==> config.mk <==
export PLATFORM = sky130hd
export DESIGN_NAME = history_checkpoint_ctrl
export DESIGN_NICKNAME = d
export VERILOG_FILES = /design/src/rtl/history_checkpoint_ctrl.sv
export SDC_FILE = /design/constraint.sdc
export NUM_CORES = 1
export LEC_CHECK = 0
export CAP_MARGIN = 15
export CORE_ASPECT_RATIO = 1.5
export CORE_MARGIN = 2
export CORE_UTILIZATION = 35
export DETAILED_ROUTE_END_ITERATION = 6
export PLACE_DENSITY = 0.49
export SETUP_SLACK_MARGIN = 0.02
export SYNTH_ARGS = -nofsm -noshare
export SYNTH_HDL_FRONTEND = slang
export SYNTH_SLANG_ARGS = --single-unit
==> constraint.sdc <==
create_clock -name clk -period 10.8 [get_ports clk]
set_clock_uncertainty 0.2 [all_clocks]
set_input_delay 2.16 -clock clk [delete_from_list [all_inputs] [get_ports clk]]
set_output_delay 2.16 -clock clk [all_outputs]
set_load 0.05 [all_outputs]
==> src/rtl/history_checkpoint_ctrl.sv <==
// Speculative global-history owner with an in-order checkpoint queue of in-flight predictions.
// Latency: history updates one cycle after a push; train_* outputs appear one cycle after a resolve.
// Backpressure: predict_ready drops when the queue is full, during a mispredict, and for one recovery cycle.
module history_checkpoint_ctrl #(
  parameter int HIST_W = 32,
  parameter int DEPTH  = 8,
  parameter int PTR_W  = $clog2(DEPTH)
) (
  input  logic              clk,
  input  logic              resetn,
  input  logic              predict_valid,
  input  logic              predict_taken,
  output logic              predict_ready,
  output logic [PTR_W-1:0]  predict_tag,
  output logic [HIST_W-1:0] predict_history,
  input  logic              resolve_valid,
  input  logic              resolve_taken,
  output logic              train_valid,
  output logic              train_taken,
  output logic              train_mispredicted,
  output logic [HIST_W-1:0] train_history,
  output logic [PTR_W:0]    occupancy,
  output logic              err_underflow
);

  typedef struct packed {
    logic [HIST_W-1:0] hist;
    logic              taken;
  } ckpt_t;

  typedef enum logic {RUN, RECOVER} state_t;

  localparam logic [PTR_W:0] FULL_OCC = (PTR_W+1)'(DEPTH);

  state_t            state_q, state_d;
  logic [HIST_W-1:0] hist_q, hist_d;
  logic [PTR_W-1:0]  rd_ptr_q, rd_ptr_d;
  logic [PTR_W-1:0]  wr_ptr_q, wr_ptr_d;
  logic [PTR_W:0]    occ_q, occ_d;
  logic              train_valid_q, train_valid_d;
  logic              train_taken_q, train_taken_d;
  logic              train_mispred_q, train_mispred_d;
  logic [HIST_W-1:0] train_hist_q, train_hist_d;
  logic              err_q, err_d;

  ckpt_t ckpt_q [DEPTH];
  ckpt_t rd_entry;

  logic resolve_acc;
  logic mispredict_now;
  logic push;

  assign rd_entry       = ckpt_q[rd_ptr_q];
  assign resolve_acc    = resolve_valid && (occ_q != '0);
  assign mispredict_now = resolve_acc && (resolve_taken != rd_entry.taken);
  // Ready looks at registered occupancy, so a full queue cannot refill on the cycle it pops.
  assign predict_ready  = (state_q == RUN) && (occ_q != FULL_OCC) && !mispredict_now;
  assign push           = predict_valid && predict_ready;

  always_comb begin
    state_d         = RUN;
    hist_d          = hist_q;
    rd_ptr_d        = rd_ptr_q;
    wr_ptr_d        = wr_ptr_q;
    occ_d           = occ_q;
    train_valid_d   = resolve_acc;
    train_taken_d   = train_taken_q;
    train_mispred_d = train_mispred_q;
    train_hist_d    = train_hist_q;
    err_d           = err_q || (resolve_valid && (occ_q == '0));

    if (resolve_acc) begin
      train_taken_d   = resolve_taken;
      train_mispred_d = mispredict_now;
      train_hist_d    = rd_entry.hist;
    end

    if (mispredict_now) begin
      // Rebuild history from the faulting branch's checkpoint and drop every younger entry.
      hist_d   = {rd_entry.hist[HIST_W-2:0], resolve_taken};
      rd_ptr_d = '0;
      wr_ptr_d = '0;
      occ_d    = '0;
      state_d  = RECOVER;
    end else begin
      if (push) begin
        hist_d   = {hist_q[HIST_W-2:0], predict_taken};
        wr_ptr_d = wr_ptr_q + 1'b1;
      end
      if (resolve_acc) begin
        rd_ptr_d = rd_ptr_q + 1'b1;
      end
      occ_d = occ_q + (PTR_W+1)'(push) - (PTR_W+1)'(resolve_acc);
    end
  end

  always_ff @(posedge clk) begin
    if (!resetn) begin
      state_q         <= RUN;
      hist_q          <= '0;
      rd_ptr_q        <= '0;
      wr_ptr_q        <= '0;
      occ_q           <= '0;
      train_valid_q   <= 1'b0;
      train_taken_q   <= 1'b0;
      train_mispred_q <= 1'b0;
      train_hist_q    <= '0;
      err_q           <= 1'b0;
    end else begin
      state_q         <= state_d;
      hist_q          <= hist_d;
      rd_ptr_q        <= rd_ptr_d;
      wr_ptr_q        <= wr_ptr_d;
      occ_q           <= occ_d;
      train_valid_q   <= train_valid_d;
      train_taken_q   <= train_taken_d;
      train_mispred_q <= train_mispred_d;
      train_hist_q    <= train_hist_d;
      err_q           <= err_d;
    end
  end

  // Checkpoint storage needs no reset: occupancy gates every read.
  always_ff @(posedge clk) begin
    if (push) begin
      ckpt_q[wr_ptr_q] <= '{hist: hist_q, taken: predict_taken};
    end
  end

  assign predict_tag        = wr_ptr_q;
  assign predict_history    = hist_q;
  assign occupancy          = occ_q;
  assign train_valid        = train_valid_q;
  assign train_taken        = train_taken_q;
  assign train_mispredicted = train_mispred_q;
  assign train_history      = train_hist_q;
  assign err_underflow      = err_q;

endmodule

==> results of run 1 <==
flip-flops by register name (all words and copies together) (netlist names), named ones only:
signal,cells
ckpt_q,264
err_underflow,1
occupancy,4
predict_history,32
predict_tag,3
rd_ptr_q,3
state_q,1
train_history,32
train_mispredicted,1
train_taken,1
train_valid,1
cells by family (layout without fill, tap and decap cells):
| kind of cell | Yosys count | count (layout) | synth area share, % |
|---|---|---|---|
| AOI/OAI and AO/OA | 46 | 46 | 4.18 |
| xor gates and xnor gates | 7 | 7 | 0.510 |
| adders and majority gates | 9 | 9 | 0.890 |
| buffers and inverters | 55 | 166 | 2.39 |
| DFF | 346 | 346 | 70.9 |
| muxes | 131 | 131 | 15.9 |
| and+or+nand+nor | 146 | 146 | 5.22 |
cell usage after synthesis (4+ instances only):
cell	instances	share of area, %
nand2_1	14	0.39
xnor2_1	5	0.32
clkbuf_1	17	0.47
nor3_1	32	1.2
buf_2	12	0.44
a221oi_2	30	3.3
ha_1	8	0.74
a21oi_1	6	0.22
buf_1	4	0.11
mux4_2	64	11
nor2_1	67	1.9
mux2_2	31	2.6
edfxtp_1	264	59
inv_1	5	0.14
mux2i_1	35	2.6
nor4_1	9	0.42
and3_1	6	0.28
buf_6	12	1.0
dfxtp_1	82	12
worst max-delay path, delay by kind of cell:
kind	cells	cell delay, ps
simple gates	3	380
compound gates	1	870
buf+inv	2	1320
worst paths after layout:
kind / endpoint / slack [ps] / cells after the start
max: predict_ready / 3700 / 6
min reg2reg: train_mispredicted / 270 / 2
min: train_mispredicted / 270 / 2
max reg2reg: occupancy[2] / 5770 / 13
layer usage:
metal | share of wire, % | track usage (%)
met1 | 38 | 18.8
met2 | 56 | 30.4
met3 | 3.6 | 2.19
met4 | 2.5 | 4.90
met5 | 0 | 0
stage by stage:
stage	util, %	total power, mW
global route	41.5	4.55
finish	41.5	4.35
global placement	38.8	3.26
detailed placement	38.8	3.30
CTS	41.5	4.41
floorplan	-	2.83
power groups by stage:
stage | logic [mW] | registers, mW | clock network (mW)
final | 1.31 | 1.93 | 1.11
after detailed placement | 1.33 | 1.96 | 0
after global placement | 1.32 | 1.94 | 0
after floorplan | 0.644 | 2.19 | 0
after global routing | 1.39 | 1.96 | 1.19
after CTS | 1.34 | 1.94 | 1.14
final cells by class:
type	instances	area [sq um]
sequential	346	9580
inverter	7	27.5
multi-input combinational	339	3660
tap	495	619
clock buffer	47	910
clock inverter	15	113
timing repair buffer	97	931
fill	3404	22400
==> results.sh, run 1 <==
export IMPL_async_reset_ff_share_pct=0
export IMPL_die_h_um=245
export IMPL_ys_seq_area_share_pct=70.9
export IMPL_final_setup_tns_ps=0
export IMPL_fin_cells=1346
export IMPL_maxCapViolations=0
export IMPL_max_freq_ghz=0.141
export IMPL_vias=6947
export IMPL_cts_tree="done"
export IMPL_min_from="train_mispredicted"
export IMPL_crit_type="primary input to primary output"
export IMPL_p_sw_mw=1.52
export IMPL_swShare_pct=34.9
export IMPL_grt_pass1_wl_um=47800
export IMPL_clock_sinks=346
export IMPL_port_buffers=81
export IMPL_worst_setup_path_end_kind="primary output"
export IMPL_wl_per_cell_um=23.6
export IMPL_dieArea_sq_um=40200
export IMPL_dp_slack_ps=3680
export IMPL_fin_ws_ps=3700
export IMPL_start_kind="primary input"
export IMPL_postSynthAreaPerCell_sq_um=18.2
export IMPL_grt_use_total_pct=16.2
export IMPL_finalCritPeriodShare_pct=65.7
export IMPL_seqPwrFrac_pct=44.3
export IMPL_clockBufferDepth=3
export IMPL_cts_root_buf="clkbuf_16"
export IMPL_tightest_slew_ps=1110
export IMPL_initial_core_util_pct=35.3
export IMPL_via_per_inst=5.16
export IMPL_cts_resized=0
export IMPL_cts_hold_buf=0
export IMPL_setup_viol=0
export IMPL_grt_max_degree=44
export IMPL_drtAntennaViolNets=0
export IMPL_cts_htree_levels=2
export IMPL_cp_slowest_stage_delay_ps=870
export IMPL_grt_setup_unrepaired="false"
export IMPL_core_sq_um=38200
export IMPL_power_density_nw_per_um2=275
export IMPL_path_common_cell="clkdlybuf4s50_1"
export IMPL_routed_wl_um=31800
export IMPL_die_w_um=164
export IMPL_clock_latency_ps=530
export IMPL_synth_edff_count=264
export IMPL_clkSlewWorstSetupHoldPaths_ps=60
export IMPL_p_int_mw=2.83
export IMPL_final_cell_area_sq_um=15800
export IMPL_drc=0
export IMPL_synth_area_sq_um=13500
export IMPL_post_cts_buffers=0
export IMPL_numCtsBuffers=34
export IMPL_crit_path_max_fanout=12
export IMPL_placed_area_sq_um=14800
export IMPL_p_leak_nw=5.07
export IMPL_worstHoldPathType="register to register"
export IMPL_layout_common_cells="edfxtp_1 (264), clkdlybuf4s50_1 (81), dfxtp_1 (79), nor2_1 (67), mux4_2 (64)"
export IMPL_grt_pass1_vias=7406
export IMPL_place_inst=1284
export IMPL_dp_hpwl_um=17200
export IMPL_drt_iter0_drc=389
export IMPL_slew_headroom_pct=26.0
export IMPL_crit_arrival_ps=4740
export IMPL_yosys_warnings=0
export IMPL_whs_ps=269
export IMPL_drive_above_1_share_pct=24.0
export IMPL_hold_viol_final=0
export IMPL_row_count=88
export IMPL_critical_path_startpoint="resolve_taken"
export IMPL_pwr_share_comb_pct=30.2
export IMPL_gp_congestion=0.719
export IMPL_synth_seq_cells=346
export IMPL_worstPathCellList="clkdlybuf4s50_1 > nand3_1 > a21oi_1 > nor2_4 > and2_1 > clkdlybuf4s50_1"
export IMPL_ios=82
export IMPL_ys_types=47
export IMPL_cp_required_ps=8440
export IMPL_slowest_stage="a21oi_1"
export IMPL_period_needed_ps=7100
export IMPL_power_frac_clock_pct=25.5
export IMPL_ys_flop_type="edfxtp_1"
export IMPL_firstDrtPassIters=4
export IMPL_slew_viol_final=0
export IMPL_syn_num_nets=755
export IMPL_synth_cells=740
export IMPL_n_antenna_cell=0
export IMPL_status="finished, final reports clean"
export IMPL_overflow=0
export IMPL_final_common_cell="edfxtp_1"
export IMPL_antenna_found_initial=0
export IMPL_syn2layout_area_growth_pct=17.3
export IMPL_final_nets=840
export IMPL_ir_drop_v=0.000110
(Power assumes the default switching activity.)
==> run 2, diff against run 1 <==
Clock period 10.8 ns to 7.25 ns, I/O delays scaled along.
==> results.sh, run 2 (synthesis results as in run 1) <==
export IMPL_status="finished, final reports clean"
export IMPL_drive_above_1_share_pct=24.9
export IMPL_final_common_cell="edfxtp_1"
export IMPL_grt_setup_unrepaired="false"
export IMPL_post_cts_buffers=0
export IMPL_worst_setup_path_end_kind="primary output"
export IMPL_routed_wl_um=30100
export IMPL_finalCritPeriodShare_pct=75.1
export IMPL_crit_arrival_ps=3800
export IMPL_cts_resized=0
export IMPL_maxCapViolations=0
export IMPL_cts_tree="done"
export IMPL_period_needed_ps=5450
export IMPL_r2r_slack_ps=2910
export IMPL_grt_pass1_vias=7566
export IMPL_numCtsBuffers=34
export IMPL_port_buffers=81
export IMPL_grt_max_degree=56
export IMPL_multiInputGateArea_sq_um=3660
export IMPL_final_util_pct=41.9
export IMPL_placed_area_sq_um=14800
export IMPL_top_register="ckpt_q"
export IMPL_vias=6803
export IMPL_critical_path_startpoint="resolve_valid"
export IMPL_clkSlewWorstSetupHoldPaths_ps=60
export IMPL_worstPathCellList="clkdlybuf4s50_1 > nand2_4 > inv_2 > and4b_4 > nor2_4 > and2_1 > buf_4"
export IMPL_final_cell_area_sq_um=16000
export IMPL_crit_path_end="predict_ready"
export IMPL_max_freq_ghz=0.184
export IMPL_cp_required_ps=5600
export IMPL_via_per_inst=5.07
export IMPL_overflow=0
export IMPL_syn2layout_area_growth_pct=18.5
export IMPL_cts_htree_levels=2
export IMPL_regArea_sq_um=9580
export IMPL_n_antenna_cell=0
export IMPL_drtAntennaViolNets=0
export IMPL_use_met2_pct=28.9
export IMPL_met3_usage_pct=2.27
export IMPL_die_w_um=164
export IMPL_setup_viol=0
export IMPL_firstDrtPassIters=4
export IMPL_clock_sinks=346
export IMPL_ios=82
export IMPL_cts_hold_buf=0
export IMPL_n_fill_cell=3351
export IMPL_antenna_found_initial=0
export IMPL_ir_drop_v=0.000207
export IMPL_tightest_slew_ps=1060
export IMPL_cts_root_buf="clkbuf_16"
export IMPL_drc=0
export IMPL_busiest_layer="met2"
export IMPL_dp_hpwl_um=17100
export IMPL_wl_per_cell_um=22.4
export IMPL_crit_type="primary input to primary output"
export IMPL_final_setup_tns_ps=0
export IMPL_die_h_um=245
export IMPL_crit_path_max_fanout=34
export IMPL_reg2reg_depth=7
export IMPL_final_nets=837
export IMPL_layout_common_cells="edfxtp_1 (264), clkdlybuf4s50_1 (80), dfxtp_1 (79), nor2_1 (67), mux4_2 (64)"
export IMPL_p_leak_nw=5.15
export IMPL_slew_viol_final=0
export IMPL_core_sq_um=38200
export IMPL_start_kind="primary input"
export IMPL_slowest_stage="nor2_4"
export IMPL_grt_use_total_pct=15.3
export IMPL_clockBufferDepth=3
export IMPL_worstHoldPathType="register to register"
export IMPL_row_count=88
export IMPL_totalPowerFinal_mw=6.69
export IMPL_slew_headroom_pct=29.4
export IMPL_drt_iter0_drc=365
export IMPL_dieArea_sq_um=40200
export IMPL_hold_viol_final=0
export IMPL_cp_slowest_stage_delay_ps=650
export IMPL_timing_rr_end="ckpt_q[2][13]"
export IMPL_initial_core_util_pct=35.3
export IMPL_met1_usage_pct=17.7
export IMPL_gp_congestion=0.714
export IMPL_clock_latency_ps=520
export IMPL_grt_pass1_wl_um=46200
export IMPL_largest_register_ffs=264
export IMPL_power_density_nw_per_um2=418
[run 2: changes by cell type in the layout (fill, tap and decap cells not counted), moves of 2 or more]
| cell | before | now |
|---|---|---|
| clkbuf_1 | 12 | 6 |
| bufinv_16 | 1 | 6 |
| clkbuf_16 | 34 | 37 |
| clkinv_1 | 7 | 4 |
| buf_4 | 16 | 14 |
| clkinv_2 | 4 | 6 |
| inv_6 | 2 | 0 |
[run 2: routing by layer]
metal	vias to the layer above	wire [um]
met5	-	0
met4	0	609
met3	38	773
met2	97	16700
met1	3569	12100
li1	3099	-
[run 2: final cells by class]
| type | count | share of cell area [%] |
|---|---|---|
| flip-flops and latches | 346 | 59.8 |
| multi-input cells | 339 | 22.9 |
| clock buffers | 45 | 6.10 |
| repair buffers | 94 | 5.66 |
| well taps | 495 | 3.87 |
| clock inverters | 17 | 1.47 |
| inverters | 7 | 0.172 |
[run 2: through the flow]
stage | instances | hold slack [ps] | worst slack (ps)
after floorplan | 740 | 263 | 1100
after global placement | 1281 | 278 | 1830
after detailed placement | 1281 | 266 | 1750
after CTS | 1343 | 283 | 1750
after global routing | 1343 | 312 | 1650
final | 1343 | 277 | 1800
[run 2: how the worst min path moves through the flow]
stage | from | endpoint | cells past startpoint
2_1_floorplan | rd_ptr_q[1] | register | 2
3_3_place_gp | err_underflow | err_underflow | 2
3_5_place_dp | err_underflow | err_underflow | 2
4_1_cts | err_underflow | err_underflow | 2
5_1_grt | train_history[8] | train_history[8] | 2
6_report | err_underflow | err_underflow | 2
[run 2: report_power, final]
part | total (mW) | internal [mW] | switching (mW) | leakage (nW)
Clock | 1.91 | 1.16 | 0.742 | 0.588
Combinational | 1.92 | 0.734 | 1.19 | 1.43
Sequential | 2.87 | 2.56 | 0.304 | 3.13
[run 2: worst max-delay path: cells and delay by family]
kind / cells / cell delay [ps]
buffers and inverters: 3 / 770
and+or+nand+nor: 4 / 1570
==> run 3, diff against run 2 <==
Settings changed: PLACE_DENSITY 0.49 to 0.51.
Clock period 7.25 ns to 4.6 ns, I/O delays scaled along.
==> results.sh, run 3 (synthesis results as in run 1) <==
export IMPL_status="finished, final reports clean"
export IMPL_core_sq_um=38200
export IMPL_final_util_pct=42.1
export IMPL_final_setup_tns_ps=0
export IMPL_antenna_found_initial=0
export IMPL_numCtsBuffers=34
export IMPL_largest_register_ffs=264
export IMPL_maxCapViolations=0
export IMPL_hold_viol_final=0
export IMPL_slew_headroom_pct=48.4
export IMPL_p_leak_nw=5.20
export IMPL_grt_setup_unrepaired="false"
export IMPL_ios=82
export IMPL_clock_latency_ps=520
export IMPL_worst_setup_path_end_kind="primary output"
export IMPL_syn2layout_area_growth_pct=19.0
export IMPL_clock_sinks=346
export IMPL_port_buffers=81
export IMPL_cts_root_buf="clkbuf_16"
export IMPL_drtAntennaViolNets=0
export IMPL_crit_path_max_fanout=16
export IMPL_initial_core_util_pct=35.3
export IMPL_final_nets=853
export IMPL_dieArea_sq_um=40200
export IMPL_vias=6891
export IMPL_wl_per_cell_um=22.4
export IMPL_cts_tree="done"
export IMPL_die_w_um=164
export IMPL_via_per_inst=5.07
export IMPL_setup_viol=0
export IMPL_clockBufferDepth=3
export IMPL_row_count=88
export IMPL_finalCritPeriodShare_pct=83.2
export IMPL_start_kind="register"
export IMPL_clkSlewWorstSetupHoldPaths_ps=70
export IMPL_crit_arrival_ps=2710
export IMPL_drt_iter0_drc=337
export IMPL_routed_wl_um=30500
export IMPL_post_cts_buffers=0
export IMPL_grt_pass1_wl_um=46700
export IMPL_tightest_slew_ps=775
export IMPL_dp_hpwl_um=18200
export IMPL_drive_above_1_share_pct=25.7
export IMPL_period_needed_ps=3830
export IMPL_top_register="ckpt_q"
export IMPL_max_freq_ghz=0.261
export IMPL_power_density_nw_per_um2=646
export IMPL_drc=0
export IMPL_layout_common_cells="edfxtp_1 (264), clkdlybuf4s50_1 (80), dfxtp_1 (79), nor2_1 (67), mux4_2 (64)"
export IMPL_ir_drop_v=0.000317
export IMPL_final_common_cell="edfxtp_1"
export IMPL_grt_max_degree=43
export IMPL_die_h_um=245
export IMPL_overflow=0
export IMPL_worstHoldPathType="register to register"
export IMPL_grt_use_total_pct=15.6
export IMPL_crit_type="register to primary output"
export IMPL_cp_required_ps=3480
export IMPL_cts_resized=0
export IMPL_cts_hold_buf=0
export IMPL_grt_pass1_vias=7414
export IMPL_firstDrtPassIters=4
export IMPL_n_antenna_cell=0
export IMPL_gp_congestion=0.725
export IMPL_cts_htree_levels=2
export IMPL_slew_viol_final=0
[run 3: cell count changes in the layout (fill, tap and decap cells not counted)]
cell	change
buf_4	+12
clkbuf_1	+4
clkbuf_8	+2
buf_12	+4
nor4b_4	+1
bufinv_16	-5
clkinv_4	+1
clkinv_1	+1
nor4b_2	-1
clkinv_2	-2
clkinvlp_4	-1
[run 3: critical path, cell delays in order (launching register included)]
cell and delay (ps):
dfxtp_2 550, mux2_1 360, a2bb2oi_1 180, and4b_4 290, nor2_4 400, and2_1 260, buf_12 150
[run 3: area by class of cell]
| type | count | area [sq um] |
|---|---|---|
| clock buffers | 51 | 1020 |
| clock inverters | 11 | 80.1 |
| fillers | 3423 | 22100 |
| inverters | 7 | 27.5 |
| multi-input cells | 339 | 3670 |
| flip-flops and latches | 346 | 9580 |
| well taps | 495 | 619 |
| repair buffers | 110 | 1080 |
[run 3: worst paths after layout]
check                                         from                  to  slack (ps)  depth (start not counted)
worst max-delay path                      register       predict_ready         770                          6
worst min-delay path            train_mispredicted  train_mispredicted         270                          2
worst max register to register            register        occupancy[2]        1180                         11
worst min register to register  train_mispredicted  train_mispredicted         270                          2
[run 3: per-layer routing]
layer | global-route usage (%) | share of wire, %
met5 | 0 | 0
met4 | 4.70 | 2.5
met3 | 2.14 | 2.9
met2 | 28.5 | 54
met1 | 18.8 | 40
[run 3: power by group]
part	internal (mW)	total (mW)	switching [mW]
clock network	1.59	2.74	1.14
registers	4.03	4.50	0.470
logic	1.23	3.15	1.92
[run 3: per-stage QoR]
| step | cells | hold WS (ps) | worst slack [ps] | area (sq um) | power, mW |
|---|---|---|---|---|---|
| 6_report | 1359 | 270 | 773 | 16100 | 10.4 |
| 5_1_grt | 1359 | 283 | 615 | 16100 | 10.9 |
| 4_1_cts | 1359 | 268 | 696 | 16100 | 10.6 |
| 3_5_place_dp | 1297 | 249 | 655 | 15000 | 7.79 |
| 3_3_place_gp | 1297 | 253 | 679 | 15000 | 7.78 |
| 2_1_floorplan | 740 | 263 | -1060 | 13500 | 6.66 |
